$ cat config.mk
export PLATFORM = sky130hd
export DESIGN_NAME = opb_addr_decode_n
export DESIGN_NICKNAME = d
export VERILOG_FILES = /design/src/rtl/opb_pkg.sv /design/src/rtl/opb_range_match.sv /design/src/rtl/opb_addr_decode_n.sv
export SDC_FILE = /design/constraint.sdc
export NUM_CORES = 1
export LEC_CHECK = 0
export BUFFER_PORTS_ARGS = -buffer_cell sky130_fd_sc_hd__buf_2
export CELL_PAD_IN_SITES_DETAIL_PLACEMENT = 1
export CELL_PAD_IN_SITES_GLOBAL_PLACEMENT = 1
export CORE_AREA = 5 5 151 153
export DETAILED_ROUTE_END_ITERATION = 16
export DIE_AREA = 0 0 156 158
export PLACE_DENSITY = 0.62
export SETUP_SLACK_MARGIN = 0.15
export SYNTH_ARGS = -nofsm -noshare
export SYNTH_HDL_FRONTEND = slang
export SYNTH_SLANG_ARGS = --single-unit
export TNS_END_PERCENT = 30
$ cat constraint.sdc
create_clock -name OPB_CLK -period 1.81 [get_ports OPB_CLK]
set_input_delay 0.362 -clock OPB_CLK [delete_from_list [all_inputs] [get_ports OPB_CLK]]
set_output_delay 0.362 -clock OPB_CLK [all_outputs]
set_load 0.02 [all_outputs]
$ cat src/rtl/opb_pkg.sv
// OPB decoder shared types: FSM encoding,
// error-response data default and error causes.
package opb_pkg;

  typedef enum logic [1:0] {
    IDLE,
    ACCESS,
    RESP
  } state_e;

  localparam logic [31:0] ERR_DATA_DFLT =
    32'hDEAD_BEEF;

  typedef enum logic [1:0] {
    CAUSE_NONE,
    UNMAPPED,
    ILLEGAL,
    TIMEOUT
  } err_cause_e;

endpackage

$ cat src/rtl/opb_range_match.sv
// Single address-range comparator.
// Subtract form keeps top-of-map ranges safe.
module opb_range_match #(
  parameter int ADDR_W = 32
) (
  input  logic [ADDR_W-1:0] base,
  input  logic [ADDR_W-1:0] size,
  input  logic [ADDR_W-1:0] addr,
  output logic              hit
);

  logic [ADDR_W-1:0] ofs;

  assign ofs = addr - base;

  assign hit = (size != '0)
             && (addr >= base)
             && (ofs < size);

endmodule

$ cat src/rtl/opb_addr_decode_n.sv
// Parametrised OPB address decoder with
// wait-state handshake, timeout and error log.
module opb_addr_decode_n
  import opb_pkg::*;
#(
  parameter int NUM_SL = 8,
  parameter int ADDR_W = 32,
  parameter int DATA_W = 32,
  parameter logic [NUM_SL*ADDR_W-1:0]
    SL_BASE = '0,
  parameter logic [NUM_SL*ADDR_W-1:0]
    SL_SIZE = '0,
  parameter int TMO_CYC = 16,
  parameter logic [DATA_W-1:0]
    ERR_DATA = DATA_W'(ERR_DATA_DFLT)
) (
  input  logic                     OPB_CLK,
  input  logic                     OPB_RST_N,
  input  logic                     OPB_RE,
  input  logic                     OPB_WE,
  input  logic [ADDR_W-1:0]        OPB_ADDR,
  output logic [DATA_W-1:0]        OPB_DO,
  output logic                     OPB_ACK,
  output logic                     OPB_ERR,
  output logic [NUM_SL-1:0]        SL_RE,
  output logic [NUM_SL-1:0]        SL_WE,
  input  logic [NUM_SL-1:0]        SL_ACK,
  input  logic [NUM_SL*DATA_W-1:0] SL_DI,
  input  logic                     ERR_CLR,
  output logic [15:0]              ERR_CNT,
  output logic [ADDR_W-1:0]        ERR_ADDR
);

  localparam int TW = $clog2(TMO_CYC + 1);
  localparam logic [TW-1:0] TMO_LAST =
    TW'(TMO_CYC - 1);

  state_e            state;
  logic [NUM_SL-1:0] hit;
  logic [NUM_SL-1:0] sel;
  logic [NUM_SL-1:0] sel_q;
  logic              dir_q;
  logic [ADDR_W-1:0] addr_q;
  logic [TW-1:0]     timer;
  logic [DATA_W-1:0] sl_rdata;
  logic              ack_hit;
  logic              req;
  logic              illegal;
  logic              err_evt;
  logic [ADDR_W-1:0] err_at;

  for (genvar g = 0; g < NUM_SL; g++)
  begin : g_rm
    opb_range_match #(
      .ADDR_W(ADDR_W)
    ) u_rm (
      .base(SL_BASE[g*ADDR_W +: ADDR_W]),
      .size(SL_SIZE[g*ADDR_W +: ADDR_W]),
      .addr(OPB_ADDR),
      .hit (hit[g])
    );
  end

  assign req     = OPB_RE | OPB_WE;
  assign illegal = OPB_RE & OPB_WE;
  assign ack_hit = |(SL_ACK & sel_q);

  assign SL_RE = (state == ACCESS && dir_q)
               ? sel_q : '0;
  assign SL_WE = (state == ACCESS && !dir_q)
               ? sel_q : '0;

  // Lowest-index hit wins; result one-hot or zero
  always_comb begin
    sel = '0;
    for (int i = NUM_SL - 1; i >= 0; i--) begin
      if (hit[i]) begin
        sel    = '0;
        sel[i] = 1'b1;
      end
    end
  end

  // Read data of the latched slave
  always_comb begin
    sl_rdata = '0;
    for (int i = 0; i < NUM_SL; i++) begin
      if (sel_q[i])
        sl_rdata = SL_DI[i*DATA_W +: DATA_W];
    end
  end

  // Detect an error response and its address
  always_comb begin
    err_evt = 1'b0;
    err_at  = OPB_ADDR;
    case (state)
      IDLE: begin
        if (req && (illegal || sel == '0))
          err_evt = 1'b1;
      end
      ACCESS: begin
        if (!ack_hit && timer == TMO_LAST) begin
          err_evt = 1'b1;
          err_at  = addr_q;
        end
      end
      default: ;
    endcase
  end

  // Transfer FSM with registered responses
  always_ff @(posedge OPB_CLK or negedge OPB_RST_N) begin
    if (!OPB_RST_N) begin
      state   <= IDLE;
      sel_q   <= '0;
      dir_q   <= 1'b0;
      addr_q  <= '0;
      timer   <= '0;
      OPB_DO  <= '0;
      OPB_ACK <= 1'b0;
      OPB_ERR <= 1'b0;
    end else begin
      OPB_ACK <= 1'b0;
      OPB_ERR <= 1'b0;
      case (state)
        IDLE: begin
          if (req) begin
            if (illegal || sel == '0) begin
              OPB_ACK <= 1'b1;
              OPB_ERR <= 1'b1;
              if (OPB_RE)
                OPB_DO <= ERR_DATA;
              state <= RESP;
            end else begin
              sel_q  <= sel;
              dir_q  <= OPB_RE;
              addr_q <= OPB_ADDR;
              timer  <= '0;
              state  <= ACCESS;
            end
          end
        end
        ACCESS: begin
          if (ack_hit) begin
            if (dir_q)
              OPB_DO <= sl_rdata;
            OPB_ACK <= 1'b1;
            state   <= RESP;
          end else if (timer == TMO_LAST) begin
            if (dir_q)
              OPB_DO <= ERR_DATA;
            OPB_ACK <= 1'b1;
            OPB_ERR <= 1'b1;
            state   <= RESP;
          end else begin
            timer <= timer + TW'(1);
          end
        end
        RESP:    state <= IDLE;
        default: state <= IDLE;
      endcase
    end
  end

  // Error counter and last-error address
  always_ff @(posedge OPB_CLK or negedge OPB_RST_N) begin
    if (!OPB_RST_N) begin
      ERR_CNT  <= '0;
      ERR_ADDR <= '0;
    end else if (err_evt) begin
      if (ERR_CLR)
        ERR_CNT <= 16'd1;
      else if (ERR_CNT != 16'hFFFF)
        ERR_CNT <= ERR_CNT + 16'd1;
      ERR_ADDR <= err_at;
    end else if (ERR_CLR) begin
      ERR_CNT  <= '0;
      ERR_ADDR <= '0;
    end
  end

endmodule
==> results of run 1 <==
-- critical path, delay by kind of cell (launching register included) --
family          cells  cell delay (ps)
buf+inv             2              290
fa+ha+maj           1              200
flops               1              380
xor+xnor            1              110
compound gates      1               80
simple gates        3              450
-- through the flow --
| stage | power [W] | hold slack [ps] | worst slack (ps) | utilization, % |
|---|---|---|---|---|
| 6_report | 0.00292 | 49.0 | 152 | 16.7 |
| 5_1_grt | 0.00311 | 68.8 | 51.1 | 16.7 |
| 4_1_cts | 0.00299 | 57.5 | 122 | 16.5 |
| 3_5_place_dp | 0.00195 | 392 | 92.0 | 15.7 |
| 3_3_place_gp | 0.00195 | 392 | 69.6 | 15.7 |
| 2_1_floorplan | 0.00171 | 66.4 | 140 | - |
-- kinds of logic after synthesis --
kind of cell / share of synthesized area [%]
XOR/XNOR: 3.63
other: 0.141
AO/OA/AOI/OAI: 4.81
flip-flops: 48.1
AND/OR/NAND/NOR: 25.3
adder cells (fa/ha/maj): 0.471
multiplexers: 0.754
buffers and inverters: 16.8
-- sequential cells by signal, summed over array words and instances (netlist names) --
register,cells
OPB_ERR,1
ERR_CNT,16
OPB_DO,1
ERR_ADDR,32
state,1
-- where the power goes --
group          total [W]  internal, W  switching, W
combinational   0.000629     0.000204      0.000425
sequential       0.00130      0.00124     0.0000583
clock           0.000990     0.000512      0.000478
total            0.00292      0.00195      0.000961
-- layout make-up --
class / instances / share of cell area [%]
Clock buffer: 5 / 3.50
Clock inverter: 3 / 0.559
Inverter: 8 / 0.944
Multi-Input combinational cell: 190 / 29.2
Sequential cell: 51 / 35.8
Tap cell: 280 / 9.79
Timing Repair Buffer: 131 / 20.2
-- cell usage in the layout, fill, tap and decap left out, types with 2 or more instances in the layout --
cell type	count
dfrtp_1	48
nand4_1	3
buf_4	19
nand3b_1	32
nor2_1	10
dfrtp_2	3
nor3_4	2
buf_2	110
a21oi_1	2
inv_1	7
nand2_1	72
o21ai_0	9
clkinvlp_4	3
a31oi_1	2
o21ai_1	4
clkbuf_16	5
nand3_1	3
xnor2_1	10
conb_1	24
mux2i_1	2
-- layer usage --
metal	global-route usage, %	routed length (um)	vias to the layer above
met5	0	47	-
met4	2.50	138	6
li1	-	-	1055
met1	8.50	3650	1095
met3	2.57	750	15
met2	10.6	3780	91
-- final timing paths --
| path | start | end | slack, ps | depth (start not counted) |
|---|---|---|---|---|
| hold / removal | OPB_RST_N | ERR_ADDR[4] | 50 | 2 |
| min in group OPB_CLK | OPB_ADDR[30] | ERR_ADDR[30] | 250 | 3 |
| hold reg to reg | ERR_ADDR[28] | ERR_ADDR[28] | 510 | 2 |
| setup / recovery | ERR_CNT[1] | ERR_CNT[8] | 150 | 8 |
| max in group asynchronous | OPB_RST_N | OPB_DO[0] | 1500 | 2 |
| setup reg to reg | ERR_CNT[1] | ERR_CNT[8] | 150 | 8 |
-- what timing repair did --
action | CTS | global route
cloned | 0 | 0
resized for setup | 4 | 5
setup endpoints to repair | 4 | 39
setup buffers | 0 | 4
pin swaps | 2 | 4
==> summary.md, run 1 <==
| Metric | Value |
|---|---|
| First-pass detailed-route iteration total | `4` |
| Number of flops mapped to enable cells by yosys | `0` |
| Primary FF master, synth | `dfrtp_1` |
| Largest net degree at the start of global routing | `52` |
| Sequence of cells on the critical path | `ha_2, nand3_2, buf_6, nor3_4, buf_4, and3_1, xnor2_1, o21ai_0` |
| Overall via count from detail_route | `2262` |
| Routed WL | `8.37 mm` |
| Num rows | `54` |
| GRT Overall Usage | `6.76%` |
| Setup crit end kind | `flop` |
| Crit path max fanout | `4` |
| Setup TNS | `0 ps` |
| Register area | `0.00128 sq mm` |
| Synth top area share | `48.1%` |
| Pwr dens | `815 mW/mm^2` |
| Ports | `399` |
| Post-synthesis instance total | `288` |
| Post-DP Area | `0.00337 sq mm` |
| Final std cells w/o fill | `668` |
| Number of nets in the layout | `689` |
| Cell Area, Synth | `0.00265 sq mm` |
| Yosys warns | `0` |
| Kind of critical path | `flop to flop` |
| LEAKAGE | `1.78 nW` |
| Syn Area/Cell | `9.21 sq um` |
| Area of the multi-input gates | `0.00105 sq mm` |
| Crit path required time | `1980 ps` |
| HPWL after detailed placement | `6.01 mm` |
| Diode count | `0` |
| Max Slew Vio Count | `0` |
| Post-layout minimum cycle time | `1660 ps` |
| Vias/cell | `3.39` |
| Outcome | `finished clean` |
| Hold buffer count at cts | `0` |
| First-pass GRT wire length | `12.9 mm` |
| Root buffer cell | `clkbuf_16` |
| Fmax | `0.603 GHz` |
| Peak supply drop | `0.330 mV` |
| CTS tree | `done` |
| Initial antenna violation count | `3` |
| Die height | `158 um` |
| RD Place Congestion | `0.664` |
| Hold Crit Class | `primary input to async pin` |
| CP peak stage delay | `380 ps` |
| TritonCTS Buffers | `5` |
| H-Tree Depth | `2` |
| Final period utilization | `91.6%` |
| Die width | `156 um` |
| First-iteration detailed-routing DRC count | `48` |
| # fillers | `2554` |
| Post-route ant nets | `0` |
| Dominant cells by area after synthesis | `dfrtp_1 (48%), buf_4 (14%), nand2_1 (10%)` |
| Share of synthesized registers carrying an async set or reset | `100%` |
| Sequential share of the synthesized area | `48.1%` |
| Setup Viol. Count Final | `0` |
| Vias in the first global route | `2389` |
| Final Hold Fails | `0` |
| Layout cell share with drive strength beyond 1 | `38.7%` |
| Routed len/inst | `12.5 um` |
| Critical Path AT | `1830 ps` |
| RSZ-0062 raised after global routing | `true` |
| Gr ovfl total | `0` |
| Clock Latency Late Sink | `300 ps` |
| Area delta synth->final | `34.9%` |
| I/O Buffers | `110` |
| Worst-path clk slew | `80 ps` |
| Post-synth top area cell | `dfrtp_1` |
| Clock sink count | `51` |
| Synth cell types | `34` |
| Die area | `0.0246 sq mm` |
| Most numerous cell in the Yosys netlist | `nand2_1` |
| Initial Utilization | `12.4%` |
| Setup Skew | `7.14 ps` |
| Number of cells in the design after placement | `656` |
| Flops & latches, synth | `51` |
| CP max-delay cell | `dfrtp_1` |
| Core box area | `0.0214 sq mm` |
| Design area | `0.00358 sq mm` |
| DRC | `0` |
| MaxCap Viol Count | `0` |
| CTS Buffer Depth | `2` |
| Post-synth top cells | `nand2_1 (72), dfrtp_1 (51), buf_4 (48), nand3b_1 (32)` |
| Worst setup SP type | `flop` |
No activity file was read; power rests on OpenSTA's default activity.
==> run 2, diff against run 1 <==
--- a/config.mk
+++ b/config.mk
@@ -12,6 +12,7 @@
 export DETAILED_ROUTE_END_ITERATION = 16
 export DIE_AREA = 0 0 156 158
 export PLACE_DENSITY = 0.62
+export RECOVER_POWER = 25
 export SETUP_SLACK_MARGIN = 0.15
 export SYNTH_ARGS = -nofsm -noshare
 export SYNTH_HDL_FRONTEND = slang
==> summary.md, run 2 (synthesis gave the netlist of run 1 again) <==
| Metric | Value |
|---|---|
| Diode count | `0 (unchanged)` |
| Most frequent cells in the layout | `buf_2 (110), nand2_1 (72), dfrtp_1 (48)` |
| Vias/cell | `3.38 (-0.18%)` |
| Clock sink count | `51 (unchanged)` |
| Worst setup SP type | `flop` |
| Number of nets in the layout | `689 (unchanged)` |
| Die area | `0.0246 sq mm (unchanged)` |
| Gr ovfl total | `0 (unchanged)` |
| Post-layout minimum cycle time | `1660 ps (+0.00400 ps)` |
| CTS Buffer Depth | `2 (unchanged)` |
| Overall via count from detail_route | `2258 (-0.18%)` |
| I/O Buffers | `110 (unchanged)` |
| Die height | `158 um (unchanged)` |
| First-pass detailed-route iteration total | `4 (unchanged)` |
| Max Slew Vio Count | `0 (unchanged)` |
| Initial antenna violation count | `3 (unchanged)` |
| Max transition margin | `8.31%` |
| # fillers | `2556 (+0.078%)` |
| Area delta synth->final | `34.3%` |
| Critical Path AT | `1830 ps (about the same)` |
| Setup Skew | `7.03 ps (-0.111 ps)` |
| Pwr dens | `817 mW/mm^2 (+0.28%)` |
| Peak supply drop | `0.330 mV (about the same)` |
| Total power | `0.00291 W (-0.14%)` |
| Core box area | `0.0214 sq mm (unchanged)` |
| Setup slack after layout | `152 ps (-0.00400 ps)` |
| Root buffer cell | `clkbuf_16` |
| H-Tree Depth | `2 (unchanged)` |
| Hold buffer count at cts | `0 (unchanged)` |
| Hold Crit Class | `primary input to flop` |
| Outcome | `finished clean` |
| GRT Overall Usage | `6.76% (unchanged)` |
| Setup crit end kind | `flop` |
| Clock Latency Late Sink | `300 ps (about the same)` |
| RD Place Congestion | `0.664 (unchanged)` |
| Crit path required time | `1980 ps (about the same)` |
| LEAKAGE | `1.78 nW (-0.29%)` |
| Worst-Margin Slew | `1380 ps` |
| Die width | `156 um (unchanged)` |
| Largest net degree at the start of global routing | `52 (unchanged)` |
| Layout cell share with drive strength beyond 1 | `38.7% (unchanged)` |
| RSZ-0062 raised after global routing | `true` |
| Vias in the first global route | `2389 (unchanged)` |
| Area of the multi-input gates | `0.00105 sq mm (unchanged)` |
| Commonest non-fill, non-tap cell in the layout | `buf_2` |
| Post-route ant nets | `0 (unchanged)` |
| Final Hold Fails | `0 (unchanged)` |
| Max FFs per register | `32 (unchanged)` |
| Setup TNS | `0 ps (unchanged)` |
| MaxCap Viol Count | `0 (unchanged)` |
| Kind of critical path | `flop to flop` |
| Number of cells in the design after placement | `656 (unchanged)` |
| Routed WL | `8.36 mm (about the same)` |
| HPWL after detailed placement | `6.01 mm (unchanged)` |
| Final period utilization | `91.6% (about the same)` |
| WHS | `246 ps (+197 ps)` |
| Fmax | `0.603 GHz (about the same)` |
| Largest registers | `ERR_ADDR: 32 flops, ERR_CNT: 16 flops` |
| Worst-path clk slew | `80 ps (about the same)` |
| Initial Utilization | `12.4% (unchanged)` |
| Setup Viol. Count Final | `0 (unchanged)` |
| Routed len/inst | `12.5 um (about the same)` |
| Register area | `0.00128 sq mm (unchanged)` |
| Final std cells w/o fill | `668 (unchanged)` |
| Crit path max fanout | `4 (unchanged)` |
| Most flops, register | `ERR_ADDR` |
| First-iteration detailed-routing DRC count | `53 (+10%)` |
| CTS tree | `done` |
| Ports | `399 (unchanged)` |
| DRC | `0 (unchanged)` |
| First-pass GRT wire length | `12.9 mm (unchanged)` |
| Num rows | `54 (unchanged)` |
| Dpl ws | `92.0 ps (unchanged)` |
| TritonCTS Buffers | `5 (unchanged)` |
run 2: changes by cell type in the layout (fill, tap and decap cells not counted):
cell,previous run,this run
buf_12,1,0
clkbuf_2,0,1
run 2: final cells by class:
| cell class | count | share of cell area, % |
|---|---|---|
| Inverter | 8 | 0.948 |
| Tap cell | 280 | 9.83 |
| Clock buffer | 5 | 3.51 |
| Timing Repair Buffer | 131 | 19.9 |
| Sequential cell | 51 | 35.9 |
| Multi-Input combinational cell | 190 | 29.3 |
| Clock inverter | 3 | 0.562 |
run 2: routing by layer:
metal	GRT usage [%]	routed length, um
met5	0	47
met3	2.57	750
met2	10.6	3790
met4	2.50	138
met1	8.50	3630
run 2: path summary, 6_finish.rpt:
| kind | start | slack (ps) | depth (start not counted) | endpoint |
|---|---|---|---|---|
| setup / recovery | ERR_CNT[1] | 150 | 8 | ERR_CNT[8] |
| hold / removal | OPB_ADDR[30] | 250 | 3 | ERR_ADDR[30] |
| setup reg to reg | ERR_CNT[1] | 150 | 8 | ERR_CNT[8] |
| hold reg to reg | ERR_ADDR[28] | 510 | 2 | ERR_ADDR[28] |
| max in group asynchronous | OPB_RST_N | 440 | 2 | OPB_DO[0] |
| min in group asynchronous | OPB_RST_N | 460 | 2 | ERR_ADDR[30] |
run 2: per-stage QoR:
stage               instance area (sq um)  util, %
detailed placement                   3370     15.7
global route                         3560     16.6
finish                               3560     16.6
floorplan                            2750        -
global placement                     3370     15.7
CTS                                  3530     16.5
run 2: critical path, cell delays in order (launching register included):
cell and delay (ps):
dfrtp_1 380, ha_2 200, nand3_2 110, buf_6 150
nor3_4 180, buf_4 140, and3_1 160, xnor2_1 110
o21ai_0 80
run 2: where the power goes:
| group | switching (W) | leakage [nW] | internal [W] |
|---|---|---|---|
| logic | 0.000425 | 1.05 | 0.000200 |
| clock network | 0.000478 | 0.0658 | 0.000512 |
| registers | 0.0000583 | 0.658 | 0.00124 |
run 2: repair_timing:
item | in CTS | in global routing
setup endpoints to repair | 4 | 39
pin swaps | 2 | 4
buffers inserted | 0 | 4
gates resized for setup | 4 | 5
==> run 3, diff against run 2 <==
--- a/config.mk
+++ b/config.mk
@@ -11,6 +11,7 @@
 export CORE_AREA = 5 5 151 153
 export DETAILED_ROUTE_END_ITERATION = 16
 export DIE_AREA = 0 0 156 158
+export MAX_ROUTING_LAYER = met4
 export PLACE_DENSITY = 0.62
 export RECOVER_POWER = 25
 export SETUP_SLACK_MARGIN = 0.15
==> summary.md, run 3 (synthesis gave the netlist of run 1 again) <==
| Metric | Value |
|---|---|
| First-iteration detailed-routing DRC count | `47 (-11%)` |
| Post-route ant nets | `0 (unchanged)` |
| Critical Path AT | `1830 ps (about the same)` |
| Die area | `0.0246 sq mm (unchanged)` |
| Largest registers | `ERR_ADDR: 32 flops, ERR_CNT: 16 flops` |
| Hold Crit Class | `primary input to flop` |
| LEAKAGE | `1.78 nW (about the same)` |
| Worst-path clk slew | `80 ps (about the same)` |
| Pwr dens | `815 mW/mm^2 (-0.20%)` |
| RSZ-0062 raised after global routing | `true` |
| RD Place Congestion | `0.670 (+0.93%)` |
| NetSw | `0.000961 W (about the same)` |
| Routed WL | `8.34 mm (-0.26%)` |
| # fillers | `2557 (+0.039%)` |
| Grt met2 use | `10.6% (unchanged)` |
| Final period utilization | `91.6% (about the same)` |
| Peak supply drop | `0.331 mV (+0.23%)` |
| Overall via count from detail_route | `2247 (-0.49%)` |
| Worst setup SP type | `flop` |
| Comb pwr share | `21.4% (about the same)` |
| Most frequent cells in the layout | `buf_2 (110), nand2_1 (72), dfrtp_1 (48)` |
| Core box area | `0.0214 sq mm (unchanged)` |
| CTS tree | `done` |
| GR Util met1 | `8.67% (+0.17 points)` |
| Number of nets in the layout | `689 (unchanged)` |
| Fmax | `0.603 GHz (about the same)` |
| DRC | `0 (unchanged)` |
| Reg power frac | `44.6% (about the same)` |
| First-pass GRT wire length | `12.9 mm (unchanged)` |
| Vias in the first global route | `2388 (-0.042%)` |
| Final std cells w/o fill | `671 (+0.45%)` |
| CP peak stage delay | `380 ps (about the same)` |
| Sequence of cells on the critical path | `ha_2, nand3_2, buf_6, nor3_4, buf_4, and3_1, xnor2_1, o21ai_0` |
| Int Power | `0.00195 W (about the same)` |
| TritonCTS Buffers | `5 (unchanged)` |
| Core Util, Final | `16.7% (+0.035 points)` |
| Setup crit end kind | `flop` |
| First-pass detailed-route iteration total | `4 (unchanged)` |
| GRT Overall Usage | `6.97% (+0.21 points)` |
| Setup TNS | `0 ps (unchanged)` |
| CTS Buffer Depth | `2 (unchanged)` |
| Crit path max fanout | `4 (unchanged)` |
| H-Tree Depth | `2 (unchanged)` |
| Number of cells in the design after placement | `656 (unchanged)` |
| Vias/cell | `3.35 (-0.93%)` |
| Max FFs per register | `32 (unchanged)` |
| CP max-delay cell | `dfrtp_1` |
| Ports | `399 (unchanged)` |
| Kind of critical path | `flop to flop` |
| Outcome | `finished clean` |
| Layout cell share with drive strength beyond 1 | `38.7% (unchanged)` |
| Clock Latency Late Sink | `300 ps (about the same)` |
| Clock sink count | `51 (unchanged)` |
| Largest net degree at the start of global routing | `52 (unchanged)` |
| HPWL after detailed placement | `6.01 mm (unchanged)` |
| Post-layout minimum cycle time | `1660 ps (+0.0580 ps)` |
| Final Hold Fails | `0 (unchanged)` |
| MaxCap Viol Count | `0 (unchanged)` |
| GR Util met3 | `2.32% (-0.25 points)` |
| Max Slew Vio Count | `0 (unchanged)` |
| Sw Ratio | `33.0% (about the same)` |
| Worst-Margin Slew | `1380 ps (+2.68 ps)` |
| Hold buffer count at cts | `0 (unchanged)` |
| Max transition margin | `8.13% (-0.18 points)` |
| Crit path required time | `1980 ps (about the same)` |
| Initial antenna violation count | `3 (unchanged)` |
| Most flops, register | `ERR_ADDR` |
| Setup Viol. Count Final | `0 (unchanged)` |
| Initial Utilization | `12.4% (unchanged)` |
| Clock power share | `34.0% (about the same)` |
| Routed len/inst | `12.4 um (-0.71%)` |
| Area delta synth->final | `34.6%` |
| I/O Buffers | `110 (unchanged)` |
| Gr ovfl total | `0 (unchanged)` |
| Die width | `156 um (unchanged)` |
| Setup Skew | `6.78 ps (-0.247 ps)` |
| Die height | `158 um (unchanged)` |
| Commonest non-fill, non-tap cell in the layout | `buf_2` |
| Most used routing layer | `met2` |
| Root buffer cell | `clkbuf_16` |
| Num rows | `54 (unchanged)` |
## run 3: metal layers
metal	wire length (um)	vias to the layer above
li1	-	1061
met1	3680	1085
met2	3780	92
met3	739	9
met4	136	0
met5	0	-
## run 3: worst max-delay path, delay by kind of cell, from the launching register on
kind | cells | cell delay [ps]
AND/OR/NAND/NOR | 3 | 450
flip-flops | 1 | 380
buffers and inverters | 2 | 290
adder cells (fa/ha/maj) | 1 | 200
XOR/XNOR | 1 | 110
AO/OA/AOI/OAI | 1 | 80
## run 3: cell type report
type	count	area, sq um	share of cell area (%)
Inverter	8	33.8	0.946
Sequential cell	51	1280	35.8
Antenna cell	3	7.51	0.210
Clock buffer	5	125	3.50
Multi-Input combinational cell	190	1050	29.3
Timing Repair Buffer	131	709	19.9
Clock inverter	3	20.0	0.560
Tap cell	280	350	9.81
## run 3: final timing paths
path / start / endpoint / cells past startpoint / slack (ps)
max: ERR_CNT[1] / ERR_CNT[8] / 8 / 150
min: OPB_ADDR[30] / ERR_ADDR[30] / 3 / 250
max reg2reg: ERR_CNT[1] / ERR_CNT[8] / 8 / 150
min reg2reg: ERR_ADDR[28] / ERR_ADDR[28] / 2 / 510
max in group asynchronous: OPB_RST_N / OPB_DO[0] / 2 / 440
min in group asynchronous: OPB_RST_N / ERR_ADDR[30] / 2 / 460
## run 3: timing repair
item	in CTS	in global routing
gates resized for setup	4	5
setup buffers	0	4
endpoints found under the setup margin	4	39
endpoints found under the hold margin	0	0
pin swaps	2	4
## run 3: power by group through the flow
| stage | Clock, W | Combinational, W | Sequential, W |
|---|---|---|---|
| 3_5_place_dp | 0 | 0.000632 | 0.00132 |
| 4_1_cts | 0.00106 | 0.000637 | 0.00130 |
| 6_report | 0.000990 | 0.000624 | 0.00130 |
| 3_3_place_gp | 0 | 0.000628 | 0.00132 |
| 5_1_grt | 0.00110 | 0.000694 | 0.00131 |
| 2_1_floorplan | 0 | 0.000269 | 0.00144 |
## run 3: through the flow
step	cell area (sq um)	worst slack, ps	hold WS, ps	total power (W)
6_report	3570	152	246	0.00291
5_1_grt	3570	36.5	234	0.00311
4_1_cts	3530	122	57.5	0.00299
3_5_place_dp	3370	92.0	392	0.00195
3_3_place_gp	3370	69.6	392	0.00195
2_1_floorplan	2750	140	66.4	0.00171
